**config.mk**
```make
export PLATFORM = sky130hd
export DESIGN_NAME = mc_controller_flat
export DESIGN_NICKNAME = d
export VERILOG_FILES = /design/src/rtl/mc_controller_pkg.sv /design/src/rtl/mc_controller_if.sv /design/src/rtl/mc_condcheck.sv /design/src/rtl/mc_controller.sv /design/src/flat_wrapper.sv
export SDC_FILE = /design/constraint.sdc
export NUM_CORES = 1
export LEC_CHECK = 0
export ABC_CLOCK_PERIOD_IN_PS = 2300
export CORE_UTILIZATION = 41
export CTS_CLUSTER_DIAMETER = 100
export DETAILED_ROUTE_END_ITERATION = 10
export PLACE_DENSITY_LB_ADDON = 0.1
export SYNTH_ARGS = -nofsm -noshare
export SYNTH_HDL_FRONTEND = slang
export SYNTH_HIERARCHICAL = 1
export SYNTH_SLANG_ARGS = --single-unit
```
**constraint.sdc**
```tcl
create_clock -name clk -period 2.3 [get_ports clk]
set_input_delay 0.46 -clock clk [delete_from_list [all_inputs] [get_ports clk]]
set_output_delay 0.46 -clock clk [all_outputs]
set_load 0.03 [all_outputs]
```
**src/rtl/mc_controller_pkg.sv**
```systemverilog
// Shared types and encodings for the multicycle ARM control unit.
// Optional feature macro: MC_CTRL_SHIFT_EN (enables MOV, cmd 1101).
package mc_ctrl_pkg;

    typedef enum logic [3:0] {
        S_FETCH,
        S_DECODE,
        S_MEMADR,
        S_MEMREAD,
        S_MEMWB,
        S_MEMWRITE,
        S_EXECR,
        S_EXECI,
        S_ALUWB,
        S_BRANCH
    } state_t;

    // Instr[27:26]
    localparam logic [1:0] OP_DP  = 2'b00;
    localparam logic [1:0] OP_MEM = 2'b01;
    localparam logic [1:0] OP_BR  = 2'b10;

    // Instr[24:21]
    localparam logic [3:0] CMD_AND = 4'b0000;
    localparam logic [3:0] CMD_SUB = 4'b0010;
    localparam logic [3:0] CMD_ADD = 4'b0100;
    localparam logic [3:0] CMD_CMP = 4'b1010;
    localparam logic [3:0] CMD_ORR = 4'b1100;
    localparam logic [3:0] CMD_MOV = 4'b1101;

    localparam logic [1:0] ALU_ADD = 2'b00;
    localparam logic [1:0] ALU_SUB = 2'b01;
    localparam logic [1:0] ALU_AND = 2'b10;
    localparam logic [1:0] ALU_ORR = 2'b11;

    localparam logic [1:0] RES_ALUOUT = 2'b00;
    localparam logic [1:0] RES_DATA   = 2'b01;
    localparam logic [1:0] RES_SHOUT  = 2'b10;

    localparam logic [1:0] SRCB_REG = 2'b00;
    localparam logic [1:0] SRCB_IMM = 2'b01;
    localparam logic [1:0] SRCB_4   = 2'b10;

    // Data-processing commands this build can execute; anything else aborts in DECODE.
    function automatic logic dp_cmd_ok(input logic [3:0] cmd);
        case (cmd)
            CMD_ADD, CMD_SUB, CMD_AND, CMD_ORR, CMD_CMP: return 1'b1;
`ifdef MC_CTRL_SHIFT_EN
            CMD_MOV: return 1'b1;
`else
            CMD_MOV: return 1'b0;
`endif
            default: return 1'b0;
        endcase
    endfunction

    function automatic logic [1:0] alu_ctl(input logic [3:0] cmd);
        case (cmd)
            CMD_SUB, CMD_CMP: return ALU_SUB;
            CMD_AND:          return ALU_AND;
            CMD_ORR:          return ALU_ORR;
            default:          return ALU_ADD;
        endcase
    endfunction

endpackage

```
**src/rtl/mc_controller_if.sv**
```systemverilog
// Controller <-> datapath bus: instruction/flags in, selects and enables out.
interface mc_controller_if;
    logic [31:0] Instr;
    logic [3:0]  ALUFlags;
    logic        PCWrite, IRWrite, RegWrite, MemWrite;
    logic        AdrSrc, ALUSrcA, Shift;
    logic [1:0]  RegSrc, ImmSrc, ALUSrcB, ResultSrc, ALUControl;

    modport master (
        input  Instr, ALUFlags,
        output PCWrite, IRWrite, RegWrite, MemWrite, AdrSrc, ALUSrcA, Shift,
               RegSrc, ImmSrc, ALUSrcB, ResultSrc, ALUControl
    );

    modport slave (
        output Instr, ALUFlags,
        input  PCWrite, IRWrite, RegWrite, MemWrite, AdrSrc, ALUSrcA, Shift,
               RegSrc, ImmSrc, ALUSrcB, ResultSrc, ALUControl
    );
endinterface

```
**src/rtl/mc_condcheck.sv**
```systemverilog
// ARM condition-field evaluation against an NZCV flags value.
module mc_condcheck (
    input  logic [3:0] cond,
    input  logic [3:0] nzcv,
    output logic       cond_ex
);
    logic n, z, c, v;
    assign {n, z, c, v} = nzcv;

    // One case per ARM condition code; 1111 never executes.
    always_comb begin
        cond_ex = 1'b0;
        case (cond)
            4'b0000: cond_ex = z;
            4'b0001: cond_ex = ~z;
            4'b0010: cond_ex = c;
            4'b0011: cond_ex = ~c;
            4'b0100: cond_ex = n;
            4'b0101: cond_ex = ~n;
            4'b0110: cond_ex = v;
            4'b0111: cond_ex = ~v;
            4'b1000: cond_ex = c & ~z;
            4'b1001: cond_ex = ~c | z;
            4'b1010: cond_ex = (n == v);
            4'b1011: cond_ex = (n != v);
            4'b1100: cond_ex = ~z & (n == v);
            4'b1101: cond_ex = z | (n != v);
            4'b1110: cond_ex = 1'b1;
            default: cond_ex = 1'b0;
        endcase
    end
endmodule

```
**src/rtl/mc_controller.sv**
```systemverilog
// Multicycle ARM control unit: Moore main FSM, NZCV flags and per-instruction condition bit.
// Optional feature macro: MC_CTRL_SHIFT_EN (MOV support via Shift output).
module mc_controller
    import mc_ctrl_pkg::*;
(
    input  logic           clk,
    input  logic           reset,
    mc_controller_if.master bus
);
    state_t     state_q, state_d;
    logic [3:0] flags_q, flags_d;
    logic       cond_q, cond_d;
    logic       cond_ex;

    logic [1:0] op;
    logic [3:0] cmd;
    logic       i_bit, u_bit, l_bit, rd_pc, is_cmp;
    assign op     = bus.Instr[27:26];
    assign i_bit  = bus.Instr[25];
    assign cmd    = bus.Instr[24:21];
    assign u_bit  = bus.Instr[23];
    assign l_bit  = bus.Instr[20];   // also the S bit for data processing
    assign rd_pc  = (bus.Instr[15:12] == 4'hF);
    assign is_cmp = (cmd == CMD_CMP);

    logic unused_instr;
    assign unused_instr = ^{bus.Instr[19:16], bus.Instr[11:0]};

    mc_condcheck u_condcheck (
        .cond    (bus.Instr[31:28]),
        .nzcv    (flags_q),
        .cond_ex (cond_ex)
    );

    // Next state; unsupported DP commands and Op=11 abort back to FETCH.
    always_comb begin
        state_d = S_FETCH;
        case (state_q)
            S_FETCH:  state_d = S_DECODE;
            S_DECODE: begin
                case (op)
                    OP_MEM:  state_d = S_MEMADR;
                    OP_DP:   state_d = dp_cmd_ok(cmd) ? (i_bit ? S_EXECI : S_EXECR) : S_FETCH;
                    OP_BR:   state_d = S_BRANCH;
                    default: state_d = S_FETCH;
                endcase
            end
            S_MEMADR:         state_d = l_bit ? S_MEMREAD : S_MEMWRITE;
            S_MEMREAD:        state_d = S_MEMWB;
            S_EXECR, S_EXECI: state_d = S_ALUWB;
            default:          state_d = S_FETCH;
        endcase
    end

    // Condition latched at end of DECODE; flags written at the EXEC edge when enabled.
    always_comb begin
        cond_d  = (state_q == S_DECODE) ? cond_ex : cond_q;
        flags_d = flags_q;
        if ((state_q == S_EXECR || state_q == S_EXECI) && cond_q && (l_bit || is_cmp)) begin
            if (cmd == CMD_ADD || cmd == CMD_SUB || is_cmp)
                flags_d = bus.ALUFlags;
            else
                flags_d[3:2] = bus.ALUFlags[3:2];
        end
    end

    // State, flags and condition registers.
    always_ff @(posedge clk) begin
        if (reset) begin
            state_q <= S_FETCH;
            flags_q <= 4'b0000;
            cond_q  <= 1'b0;
        end else begin
            state_q <= state_d;
            flags_q <= flags_d;
            cond_q  <= cond_d;
        end
    end

    // Output decode from state and instruction fields; reset forces FETCH selects, no writes.
    always_comb begin
        bus.PCWrite    = 1'b0;
        bus.IRWrite    = 1'b0;
        bus.RegWrite   = 1'b0;
        bus.MemWrite   = 1'b0;
        bus.AdrSrc     = 1'b0;
        bus.ALUSrcA    = 1'b0;
        bus.Shift      = 1'b0;
        bus.RegSrc     = 2'b00;
        bus.ALUSrcB    = SRCB_REG;
        bus.ResultSrc  = RES_ALUOUT;
        bus.ALUControl = ALU_ADD;
        bus.ImmSrc     = (op == OP_MEM) ? 2'b01 : (op == OP_BR) ? 2'b10 : 2'b00;
        case (state_q)
            S_FETCH: begin
                bus.IRWrite   = 1'b1;
                bus.PCWrite   = 1'b1;
                bus.ALUSrcA   = 1'b1;
                bus.ALUSrcB   = SRCB_4;
                bus.ResultSrc = RES_SHOUT;
            end
            S_DECODE: begin
                bus.ALUSrcA   = 1'b1;
                bus.ALUSrcB   = SRCB_4;
                bus.ResultSrc = RES_SHOUT;
            end
            S_MEMADR: begin
                bus.RegSrc     = 2'b10;
                bus.ALUSrcB    = SRCB_IMM;
                bus.ALUControl = u_bit ? ALU_ADD : ALU_SUB;
            end
            S_MEMREAD: begin
                bus.AdrSrc    = 1'b1;
                bus.ResultSrc = RES_ALUOUT;
            end
            S_MEMWB: begin
                bus.ResultSrc = RES_DATA;
                bus.RegWrite  = cond_q;
                bus.PCWrite   = cond_q & rd_pc;
            end
            S_MEMWRITE: begin
                bus.AdrSrc   = 1'b1;
                bus.RegSrc   = 2'b10;
                bus.MemWrite = cond_q;
            end
            S_EXECR, S_EXECI: begin
                bus.ALUSrcB    = (state_q == S_EXECI) ? SRCB_IMM : SRCB_REG;
                bus.ALUControl = alu_ctl(cmd);
`ifdef MC_CTRL_SHIFT_EN
                bus.Shift      = (cmd == CMD_MOV);
`else
                bus.Shift      = 1'b0;
`endif
            end
            S_ALUWB: begin
                bus.ResultSrc = RES_ALUOUT;
                bus.RegWrite  = cond_q & ~is_cmp;
                bus.PCWrite   = cond_q & rd_pc;
            end
            S_BRANCH: begin
                bus.RegSrc    = 2'b01;
                bus.ALUSrcB   = SRCB_IMM;
                bus.ResultSrc = RES_SHOUT;
                bus.PCWrite   = cond_q;
            end
            default: ;
        endcase
        if (reset) begin
            bus.PCWrite    = 1'b0;
            bus.IRWrite    = 1'b0;
            bus.RegWrite   = 1'b0;
            bus.MemWrite   = 1'b0;
            bus.AdrSrc     = 1'b0;
            bus.ALUSrcA    = 1'b1;
            bus.Shift      = 1'b0;
            bus.RegSrc     = 2'b00;
            bus.ALUSrcB    = SRCB_4;
            bus.ResultSrc  = RES_SHOUT;
            bus.ALUControl = ALU_ADD;
        end
    end
endmodule

```
**src/flat_wrapper.sv**
```systemverilog
// flat-port wrapper written by rule: the top's interface ports become plain ports
module mc_controller_flat import mc_ctrl_pkg::*;
  (clk, reset, bus_Instr, bus_ALUFlags, bus_PCWrite, bus_IRWrite, bus_RegWrite, bus_MemWrite, bus_AdrSrc, bus_ALUSrcA, bus_Shift, bus_RegSrc, bus_ImmSrc, bus_ALUSrcB, bus_ResultSrc, bus_ALUControl);
  mc_controller_if bus_i ();
  input  logic clk;
  input  logic reset;
  input wire logic [$bits(bus_i.Instr)-1:0] bus_Instr;
  input wire logic [$bits(bus_i.ALUFlags)-1:0] bus_ALUFlags;
  output wire logic [$bits(bus_i.PCWrite)-1:0] bus_PCWrite;
  output wire logic [$bits(bus_i.IRWrite)-1:0] bus_IRWrite;
  output wire logic [$bits(bus_i.RegWrite)-1:0] bus_RegWrite;
  output wire logic [$bits(bus_i.MemWrite)-1:0] bus_MemWrite;
  output wire logic [$bits(bus_i.AdrSrc)-1:0] bus_AdrSrc;
  output wire logic [$bits(bus_i.ALUSrcA)-1:0] bus_ALUSrcA;
  output wire logic [$bits(bus_i.Shift)-1:0] bus_Shift;
  output wire logic [$bits(bus_i.RegSrc)-1:0] bus_RegSrc;
  output wire logic [$bits(bus_i.ImmSrc)-1:0] bus_ImmSrc;
  output wire logic [$bits(bus_i.ALUSrcB)-1:0] bus_ALUSrcB;
  output wire logic [$bits(bus_i.ResultSrc)-1:0] bus_ResultSrc;
  output wire logic [$bits(bus_i.ALUControl)-1:0] bus_ALUControl;
  assign bus_i.Instr = bus_Instr;
  assign bus_i.ALUFlags = bus_ALUFlags;
  assign bus_PCWrite = bus_i.PCWrite;
  assign bus_IRWrite = bus_i.IRWrite;
  assign bus_RegWrite = bus_i.RegWrite;
  assign bus_MemWrite = bus_i.MemWrite;
  assign bus_AdrSrc = bus_i.AdrSrc;
  assign bus_ALUSrcA = bus_i.ALUSrcA;
  assign bus_Shift = bus_i.Shift;
  assign bus_RegSrc = bus_i.RegSrc;
  assign bus_ImmSrc = bus_i.ImmSrc;
  assign bus_ALUSrcB = bus_i.ALUSrcB;
  assign bus_ResultSrc = bus_i.ResultSrc;
  assign bus_ALUControl = bus_i.ALUControl;
  mc_controller u_core (.clk(clk), .reset(reset), .bus(bus_i));
endmodule
```
==> results.cfg <==
[power_and_ir_drop]
cellLeakagePower_nw = 0.545
intPower_mw = 0.317
seqPwrFrac_pct = 37.9
switching_share_pct = 32.9
clock_power_share_pct = 26.2
p_sw_mw = 0.155
power_density_nw_per_um2 = 354
peakVddDrop_mv = 0.171
p_comb_share_pct = 35.9
total_power_mw = 0.472

[critical_path]
cp_top_family = buffers and inverters
crit_path_end = bus_RegWrite
cp_max_fo = 5
worst_path_largest_cell_delay_ns = 0.53
reg2reg_from = u_core/state_q[2]
rr_worst_depth = 4
cp_num_buf_inv = 2
arrival_ns = 1.76
cp-end-kind = output port
crit_type = input pin to output port
crit_cells = 5
critical-path-slowest-cell = clkdlybuf4s50_1
rrSetupSlack_ns = 0.64
critical_path.cell_chain = clkdlybuf4s50_1, and4bb_2, o2bb2ai_1, and3_1, buf_4
crit_required_ns = 1.84
setup.worst_path.start = bus_Instr[23]
cp-start-kind = input pin
rr_endpoint = u_core/flags_q[1]

[route]
drc = 0
routedWlPerCell_um = 12.2
vias_per_cell = 5.46
drt_iter0_drc = 20
drtAntennaViolNets = 0
wl_um = 2320
num_vias = 1038
drt-pass1-iter-count = 6

[placement]
hpwl_um = 1710
dp.cells = 186
port_buffers = 37
finalWeightedCongestion = 0.747

[layout]
nets = 201
final_cell_mix = clkdlybuf4s50_1, buf_4, nor2_1
syn_to_final_growth_pct = 39.5
regArea_um2 = 180
nFillCells = 215
diodes = 0
drive_gt1_share_pct = 17.9
layout_commonest_cell = clkdlybuf4s50_1
finish.utilization_pct = 60.4
multi_input_area_um2 = 709
fin_cells = 190

[cts]
root_buffer = clkbuf_4
numCtsBuffers = 3
htreeDepth = 1
clk_pin_slew_ns = 0.06
cts_setup_buffers = 0
tritoncts = yes
hold_buffers = 0
post_cts_resized = 0
clock_latency_ns = 0.26
cts_buffer_depth = 2
cts_sinks = 9

[flow_run]
cap_violations = 0

[hold_path]
worstHoldPathType = flop to flop
min_path_cells = 2

[synth]
synth-main-ff-cell = dfxtp_1
syn_inst = 127
async_reset_ff_share_pct = 0
ys_warn_count = 6
synth_cell_types = 46
synth_edf_count = 0
synth.cell_area_um2 = 957
synth.avg_cell_area_um2 = 7.54
synth-seq-area-share_pct = 18.8
synth-seq-cells = 9
synth.net_count = 165

[floorplanning]
fp.dieArea_um2 = 2530
die_y_um = 50.3
num_io_pins = 55
start_util_pct = 43.3
rows = 17
fp.dieW_um = 50.3
design.core.area_um2 = 2210

[timing]
fin_skew_ns = 0.000275
slew_viol_final = 0
relSlewSlack_pct = 65.4
max_freq_mhz = 450
setup_viol = 0
hold_ws_ns = 0.500
fin_tns_setup_ns = 0
final.period_utilization_pct = 96.6
final_hold_viol_count = 0
grt_setup_unrepaired = no
period_needed_ns = 2.22
worst_pin_slew_ns = 0.518

[global_route]
grt_pass1_vias = 896
grt_max_degree = 19
overflow = 0
grt_pass1_wl_um = 3800
track_usage_pct = 19.6
antenna_found_initial = 0

[outcome]
status = completed
[cell families (layout without fill, tap and decap cells)]
logic type             Yosys count  in the layout  share of synthesized area (%)
AND/OR/NAND/NOR                 63             63                           39.1
AO/OA/AOI/OAI                   30             30                           22.5
buffers and inverters           13             48                           7.06
flip-flops                       9              9                           18.8
multiplexers                     6              6                           6.80
XOR/XNOR                         5              5                           5.36
other                            1              1                          0.392
[area by class of cell]
class / count / area share [%]
repair buffers: 41 / 27.9
inverters: 3 / 0.843
flip-flops and latches: 9 / 13.5
multi-input cells: 105 / 53.1
well taps: 28 / 2.62
clock buffers: 4 / 1.97
[state kept, by name (all words and copies together) (netlist names)]
register and cells:
u_core/flags_q 4, u_core/cond_q 1, u_core/state_q 4
[cell usage after synthesis, types with 2 or more instances]
master    instances  area, um^2
and3_1            4        25.0
a21o_1            2        15.0
clkbuf_1          4        15.0
nand3_1           2        10.0
xor2_1            4        35.0
nand2b_1          9        56.3
a31oi_1           2        12.5
nor3_1            7        35.0
mux2i_1           5        50.1
nand2_1           5        18.8
inv_1             3        11.3
nor2_1           12        45.0
buf_4             2        15.0
dfxtp_1           9         180
nor2b_1           7        43.8
o211ai_1          2        15.0
a211o_1           2        17.5
and2_1            3        18.8
a21oi_1           9        45.0
nor3b_1           2        15.0
o21ai_0           4        20.0
and4_1            2        17.5
buf_2             3        15.0
[power groups by stage]
| stage | sequential, mW | clock [mW] | combinational, mW |
|---|---|---|---|
| floorplan | 0.168 | 0 | 0.108 |
| global placement | 0.182 | 0 | 0.167 |
| detailed placement | 0.182 | 0 | 0.169 |
| CTS | 0.179 | 0.128 | 0.170 |
| global route | 0.180 | 0.136 | 0.184 |
| finish | 0.179 | 0.124 | 0.169 |
[layer usage]
layer / up-vias / part of all wire [%] / track usage, %
met5: - / 0 / 0
met4: 0 / 1.3 / 9.72
met3: 3 / 5.5 / 3.03
met2: 40 / 46 / 32.0
met1: 463 / 47 / 24.9
li1: 532 / - / -
[worst reg2reg max path: cells and delay by family (launching register included)]
family             cells  cell delay, ns
DFF                    1            0.63
and+or+nand+nor        2            0.58
muxes                  1            0.21
AOI/OAI and AO/OA      1            0.17
[through the flow]
| stage | worst slack [ns] | instance area, um^2 |
|---|---|---|
| detailed placement | 0.0699 | 1310 |
| global route | 0.0291 | 1340 |
| floorplan | 0.225 | 957 |
| global placement | 0.0768 | 1310 |
| finish | 0.0778 | 1340 |
| CTS | 0.0732 | 1340 |
[worst min path at each step]
stage / startpoint / end / slack (ns)
global placement: u_core/flags_q[1] / u_core/flags_q[1] / 0.48
floorplan: u_core/flags_q[1] / u_core/flags_q[1] / 0.47
finish: u_core/flags_q[1] / u_core/flags_q[1] / 0.50
CTS: u_core/flags_q[1] / u_core/flags_q[1] / 0.51
global route: u_core/flags_q[1] / u_core/flags_q[1] / 0.53
detailed placement: u_core/flags_q[1] / u_core/flags_q[1] / 0.50
Power figures use the tool's default switching activity.
